`src/rtl/multi_cycle_control.sv`:
```
// Moore control FSM for a multi-cycle MIPS datapath (R-type, addi, lw, sw, beq, j)
// with a retired-instruction counter. Define RV_TRAP_EN to trap on illegal opcodes.
module multi_cycle_control #(
  parameter int CNT_W = 32
) (
  input  logic             clk_i,
  input  logic             rst_n_i,
  input  logic [5:0]       Op_i,
  input  logic             MemReady_i,
  output logic             PCWrite_o,
  output logic             PCWriteCond_o,
  output logic [1:0]       PCSource_o,
  output logic             IorD_o,
  output logic             MemRead_o,
  output logic             MemWrite_o,
  output logic             IRWrite_o,
  output logic             MemToReg_o,
  output logic             RegDst_o,
  output logic             RegWrite_o,
  output logic             ALUSrcA_o,
  output logic [1:0]       ALUSrcB_o,
  output logic [1:0]       ALUOp_o,
  output logic [3:0]       State_o,
  output logic [CNT_W-1:0] InstrCount_o,
  output logic             Trap_o
);

  typedef enum logic [3:0] {
    S_FETCH  = 4'd0,
    S_DECODE = 4'd1,
    S_MEMADR = 4'd2,
    S_MEMRD  = 4'd3,
    S_MEMWB  = 4'd4,
    S_MEMWR  = 4'd5,
    S_EXEC   = 4'd6,
    S_RWB    = 4'd7,
    S_BRANCH = 4'd8,
    S_JUMP   = 4'd9,
    S_ADDIEX = 4'd10,
    S_ADDIWB = 4'd11,
    S_TRAP   = 4'd12
  } state_t;

  localparam logic [5:0] OP_R    = 6'b000000;
  localparam logic [5:0] OP_ADDI = 6'b001000;
  localparam logic [5:0] OP_LW   = 6'b100011;
  localparam logic [5:0] OP_SW   = 6'b101011;
  localparam logic [5:0] OP_BEQ  = 6'b000100;
  localparam logic [5:0] OP_J    = 6'b000010;

  state_t           state;
  logic [5:0]       op_q;
  logic [CNT_W-1:0] instr_cnt;

  always_ff @(posedge clk_i) begin
    if (!rst_n_i) begin
      state     <= S_FETCH;
      op_q      <= '0;
      instr_cnt <= '0;
    end else begin
      case (state)
        S_FETCH:  if (MemReady_i) state <= S_DECODE;
        S_DECODE: begin
          op_q <= Op_i;
          case (Op_i)
            OP_LW, OP_SW: state <= S_MEMADR;
            OP_R:         state <= S_EXEC;
            OP_ADDI:      state <= S_ADDIEX;
            OP_BEQ:       state <= S_BRANCH;
            OP_J:         state <= S_JUMP;
            default: begin
`ifdef RV_TRAP_EN
              state <= S_TRAP;
`else
              // Illegal opcode retires as a NOP.
              state     <= S_FETCH;
              instr_cnt <= instr_cnt + CNT_W'(1);
`endif
            end
          endcase
        end
        S_MEMADR: begin
          if (op_q == OP_SW)      state <= S_MEMWR;
          else if (op_q == OP_LW) state <= S_MEMRD;
          else                    state <= S_FETCH;
        end
        S_MEMRD:  if (MemReady_i) state <= S_MEMWB;
        S_MEMWR: begin
          if (MemReady_i) begin
            state     <= S_FETCH;
            instr_cnt <= instr_cnt + CNT_W'(1);
          end
        end
        S_MEMWB, S_RWB, S_BRANCH, S_JUMP, S_ADDIWB: begin
          state     <= S_FETCH;
          instr_cnt <= instr_cnt + CNT_W'(1);
        end
        S_EXEC:   state <= S_RWB;
        S_ADDIEX: state <= S_ADDIWB;
`ifdef RV_TRAP_EN
        S_TRAP:   state <= S_TRAP;
`else
        S_TRAP:   state <= S_FETCH;
`endif
        default:  state <= S_FETCH;
      endcase
    end
  end

  always_comb begin
    PCWrite_o     = 1'b0;
    PCWriteCond_o = 1'b0;
    PCSource_o    = 2'b00;
    IorD_o        = 1'b0;
    MemRead_o     = 1'b0;
    MemWrite_o    = 1'b0;
    IRWrite_o     = 1'b0;
    MemToReg_o    = 1'b0;
    RegDst_o      = 1'b0;
    RegWrite_o    = 1'b0;
    ALUSrcA_o     = 1'b0;
    ALUSrcB_o     = 2'b00;
    ALUOp_o       = 2'b00;
    case (state)
      S_FETCH: begin
        MemRead_o = 1'b1;
        ALUSrcB_o = 2'b01;
        IRWrite_o = MemReady_i;
        PCWrite_o = MemReady_i;
      end
      S_DECODE: ALUSrcB_o = 2'b11;
      S_MEMADR: begin
        ALUSrcA_o = 1'b1;
        ALUSrcB_o = 2'b10;
      end
      S_MEMRD: begin
        IorD_o    = 1'b1;
        MemRead_o = 1'b1;
      end
      S_MEMWB: begin
        MemToReg_o = 1'b1;
        RegWrite_o = 1'b1;
      end
      S_MEMWR: begin
        IorD_o     = 1'b1;
        MemWrite_o = 1'b1;
      end
      S_EXEC: begin
        ALUSrcA_o = 1'b1;
        ALUOp_o   = 2'b11;
      end
      S_RWB: begin
        RegDst_o   = 1'b1;
        RegWrite_o = 1'b1;
      end
      S_BRANCH: begin
        ALUSrcA_o     = 1'b1;
        ALUOp_o       = 2'b01;
        PCWriteCond_o = 1'b1;
        PCSource_o    = 2'b01;
      end
      S_JUMP: begin
        PCWrite_o  = 1'b1;
        PCSource_o = 2'b10;
      end
      S_ADDIEX: begin
        ALUSrcA_o = 1'b1;
        ALUSrcB_o = 2'b10;
      end
      S_ADDIWB: RegWrite_o = 1'b1;
      default: ;
    endcase
    // A write phase interrupted by reset must not commit.
    if (!rst_n_i) begin
      PCWrite_o     = 1'b0;
      PCWriteCond_o = 1'b0;
      IRWrite_o     = 1'b0;
      RegWrite_o    = 1'b0;
      MemWrite_o    = 1'b0;
    end
  end

  assign State_o      = state;
  assign InstrCount_o = instr_cnt;
`ifdef RV_TRAP_EN
  assign Trap_o = (state == S_TRAP);
`else
  assign Trap_o = 1'b0;
`endif

endmodule

```
`config.mk`:
```
export PLATFORM = sky130hd
export DESIGN_NAME = multi_cycle_control
export DESIGN_NICKNAME = d
export VERILOG_FILES = /design/src/rtl/multi_cycle_control.sv
export SDC_FILE = /design/constraint.sdc
export NUM_CORES = 1
export LEC_CHECK = 0
export CAP_MARGIN = 10
export CORE_MARGIN = 2
export CORE_UTILIZATION = 53
export DETAILED_ROUTE_END_ITERATION = 8
export PLACE_DENSITY = 0.85
export SETUP_SLACK_MARGIN = 0.3
export SYNTH_ARGS = -nofsm -noshare
export SYNTH_HDL_FRONTEND = slang
export SYNTH_SLANG_ARGS = --single-unit
```
`constraint.sdc`:
```
create_clock -name clk_i -period 4.5 [get_ports clk_i]
set_input_delay 0.675 -clock clk_i [delete_from_list [all_inputs] [get_ports clk_i]]
set_output_delay 0.675 -clock clk_i [all_outputs]
set_load 0.01 [all_outputs]
```
==> results.txt <==
----------------------------------------------------
[Power]
  Worst supply voltage drop on vdd ... between 0.00015 and 0.0002 V
  Power per Cell Area ... approximately 240 nW/µm²
  Clock power share ... between 30% and 40%
  Cell-internal power ... about 0.00054 W
  Part of the power in combinational logic ... about an eighth
  Power spent charging and discharging nets ... slightly below 0.0002 W
  Post-layout power ... ~0.00074 W
  Proportion of power drawn by flip-flops and latches ... a little over half
  Switching part of the total power ... roughly a quarter
  LEAKAGE ... around 0.95 nW

[Timing]
  Setup repair after global routing missed its margin ... no
  Minimum clock period ... 3.07 ns
  Fraction of the cycle the final worst path needs ... roughly 68%
  Final setup skew ... roughly 0.0039 ns
  Number of pins with negative max-slew slack in the final report ... 0
  Tightest Pin Transition ... 1.17 ns
  Final-report hold violation count ... 0
  Setup Viol. Count Final ... 0
  Max Fclk ... between 300 and 400 MHz
  Max-slew headroom ... 21.7%
  Setup total negative slack ... 0 ns

[Clock tree]
  Root buffer cell ... sky130_fd_sc_hd__clkbuf_8
  CTS Sinks ... 42
  TritonCTS clock tree ... yes
  Clock Latency Late Sink ... 0.29 ns
  Clock transition at the registers of the reported paths ... roughly 0.08 ns
  Setup Buffers After CTS ... 0
  Total number of H-tree levels ... 2
  Number of resized instances in the post-cts repair step ... 0
  Number of hold-repair buffers added at the cts stage ... 0
  Cts bufs inserted ... 5
  Largest buffer count on any clock path ... 2

[Route]
  DR vias ... about 2.6k
  Vias per std cell ... roughly 6.3
  Starting DRT DRC Count ... 240
  Sum of routed wire length over all layers ... approximately 6200 µm
  WL per Instance ... around 15 µm
  Drt first pass iters ... 4
  Remaining number of nets flagged by the antenna check after routing ... 0
  Number of design rule violations left after detail routing ... 0

[Layout]
  Top library cells by usage in the layout, fill and taps aside ... sky130_fd_sc_hd__clkdlybuf4s50_1 (60), sky130_fd_sc_hd__dfxtp_1 (42), sky130_fd_sc_hd__a21oi_1 (35)
  Post-route non-filler standard cell count ... 411
  Storage cell area ... around 840 µm²
  Nets ... roughly 370
  # diodes ... 0
  Ratio of cells with drive above 1 in the final layout ... around 4%
  Most frequent standard cell in the layout excluding fill and tap cells ... sky130_fd_sc_hd__clkdlybuf4s50_1
  Core utilization of the finished layout ... about 71%
  Count of fill cells added during filler insertion ... 375
  Area of combinational cells with multiple inputs ... around 1500 µm²
  Synthesis-to-layout area growth ... 26.4%

[Yosys]
  Top cell type by total area after synthesis ... sky130_fd_sc_hd__dfxtp_1
  Post-synth EDFFs ... 0
  Fraction of registers with async set/reset ... 0%
  Number of flip-flops and latches in the synthesized netlist ... 42
  Post-synthesis net count ... ~320
  Fraction of the yosys area taken by sequential cells ... approximately a third
  Yosys Warn Count ... 0
  Number of distinct library cells after synthesis ... 46
  Area share of the largest cell type after synthesis ... between 30 and 40%
  Predominant post-synthesis flop cell ... sky130_fd_sc_hd__dfxtp_1
  Count of mapped cells out of synthesis ... 311
  Synthesized cell area ... 2460 µm²
  Post-Syn Area per Cell ... 7.93 µm²
  Synth top area cells ... sky130_fd_sc_hd__dfxtp_1 (34%), sky130_fd_sc_hd__a21oi_1 (7.1%), sky130_fd_sc_hd__o31ai_1 (4.9%), sky130_fd_sc_hd__or4_1 (4.9%), sky130_fd_sc_hd__nand3_1 (4.5%)

[Floorplan]
  Die X ... 72.2 µm
  Floorplan Core Area ... 4410 µm²
  Initial core utilization ... between 50 and 60%
  Top Ports ... 62
  Row Count ... 24
  Floorplan die area ... 5210 µm²
  Chip Height ... 72.2 µm

[Placed design]
  Placed Instances ... a little over 400
  Count of input and output buffers ... 60
  DP Wirelength ... roughly 4200 µm
  Final RePlAce weighted congestion ... ~0.86

[Critical path]
  Required time at the endpoint of the critical path ... ~3.8 ns
  Nature of the critical path endpoint ... output port
  Sort of element at the start of the critical path ... flip-flop
  Startpoint of the lowest-slack register-to-register path ... State_o[0]
  Data arrival time of the critical path ... ~2.4 ns
  R2r setup slk ... 1.63 ns
  Depth of the worst register-to-register path ... 5
  Critical register-to-register path endpoint ... InstrCount_o[20]
  Worst setup path class ... flip-flop to output port
  Largest driver fanout on the critical path ... 16

[Job]
  Max cap viols ... 0

[Min path]
  WHS Path Cells ... 2
  Hold path startpoint ... InstrCount_o[29]
  Type of the most critical hold path ... flip-flop to flip-flop
  End point of the most critical hold path ... InstrCount_o[29]

[Global route]
  All-layer global routing usage ... 24.7%
  Maximum number of pins on one net before global-route repair ... 53
  Congestion Overflow GR ... 0
  Vias in the first global route ... around 2.3k
  Number of antenna violations at the first check in global routing ... 0
  First-pass GRT wire length ... 10500 µm

[Run status]
  Outcome ... completed

----------------------------------------------------
==> cell families after synthesis <==
| group | count (synthesis) | share of synthesized area, % |
|---|---|---|
| other cells | 1 | 0.152 |
| flops | 42 | 34.1 |
| fa+ha+maj | 1 | 0.508 |
| simple gates | 146 | 33.7 |
| compound gates | 81 | 20.9 |
| mux | 10 | 4.06 |
| buf+inv | 28 | 5.94 |
| xor+xnor | 2 | 0.711 |
==> final cells by class <==
class	instances	area share (%)
Clock inverter	2	0.401
Timing Repair Buffer	62	19.8
Inverter	6	0.723
Clock buffer	6	2.65
Sequential cell	42	27.0
Tap cell	52	2.09
Multi-Input combinational cell	241	47.4
==> per-stage QoR <==
stage                     area [µm²]  worst slack, ns  hold slack [ns]
final                           3120             1.43            0.490
after detailed placement        3020             1.42            0.481
after CTS                       3120             1.44            0.492
after global routing            3120             1.25            0.520
after floorplan                 2460             2.28            0.460
after global placement          3020             1.46            0.465
==> synthesized netlist by cell type, types with 2 or more instances <==
| library cell | n |
|---|---|
| sky130_fd_sc_hd__buf_6 | 4 |
| sky130_fd_sc_hd__nor2b_1 | 2 |
| sky130_fd_sc_hd__or3_1 | 10 |
| sky130_fd_sc_hd__inv_1 | 6 |
| sky130_fd_sc_hd__and3_1 | 4 |
| sky130_fd_sc_hd__o31ai_1 | 16 |
| sky130_fd_sc_hd__nor3_1 | 7 |
| sky130_fd_sc_hd__a21oi_1 | 35 |
| sky130_fd_sc_hd__o21ai_1 | 7 |
| sky130_fd_sc_hd__nand4_1 | 8 |
| sky130_fd_sc_hd__mux2i_1 | 10 |
| sky130_fd_sc_hd__and4_1 | 2 |
| sky130_fd_sc_hd__nand2_1 | 26 |
| sky130_fd_sc_hd__nor3b_1 | 3 |
| sky130_fd_sc_hd__dfxtp_1 | 42 |
| sky130_fd_sc_hd__clkbuf_1 | 12 |
| sky130_fd_sc_hd__nand2b_1 | 11 |
| sky130_fd_sc_hd__nor4bb_1 | 2 |
| sky130_fd_sc_hd__o21a_1 | 3 |
| sky130_fd_sc_hd__xnor2_1 | 2 |
| sky130_fd_sc_hd__or4_1 | 16 |
| sky130_fd_sc_hd__and2_1 | 4 |
| sky130_fd_sc_hd__buf_2 | 3 |
| sky130_fd_sc_hd__nand3_1 | 22 |
| sky130_fd_sc_hd__o21ai_0 | 7 |
| sky130_fd_sc_hd__nor2_1 | 18 |
| sky130_fd_sc_hd__buf_4 | 2 |
| sky130_fd_sc_hd__o31a_1 | 3 |
| sky130_fd_sc_hd__nor4_1 | 7 |
==> power groups by stage <==
| stage | clock, W | sequential [W] | combinational [W] |
|---|---|---|---|
| after floorplan | 0 | 0.000392 | 0.0000713 |
| after global placement | 0 | 0.000396 | 0.0000907 |
| after detailed placement | 0 | 0.000396 | 0.0000920 |
| after CTS | 0.000259 | 0.000387 | 0.0000924 |
| after global routing | 0.000273 | 0.000388 | 0.000101 |
| final | 0.000255 | 0.000387 | 0.0000933 |
==> metal layers <==
| metal | up-vias | share of wire, % | track usage (%) |
|---|---|---|---|
| met2 | 91 | 47 | 39.7 |
| met1 | 1210 | 46 | 33.7 |
| li1 | 1262 | - | - |
| met4 | 0 | 1.3 | 7.76 |
| met3 | 12 | 6.6 | 4.72 |
| met5 | - | 0 | 0 |
==> registers in the layout (all words and copies together) (netlist names) <==
name          flops
InstrCount_o     32
op_q              6
State_o           4
==> how the worst max path moves through the flow <==
stage               startpoint              end  depth (start not counted)
floorplan              Op_i[0]  InstrCount_o[1]                          7
global placement       Op_i[0]  InstrCount_o[8]                          6
detailed placement     Op_i[0]  InstrCount_o[8]                          6
CTS                 State_o[2]       MemWrite_o                          3
global route        State_o[2]       MemWrite_o                          3
finish              State_o[2]       MemWrite_o                          3
==> critical path, stage by stage (launching register included) <==
cell and delay (ns):
sky130_fd_sc_hd__dfxtp_1 0.72, sky130_fd_sc_hd__nor4bb_1 0.63, sky130_fd_sc_hd__and2_1 0.22, sky130_fd_sc_hd__clkdlybuf4s50_1 0.53
(Power assumes the default switching activity.)
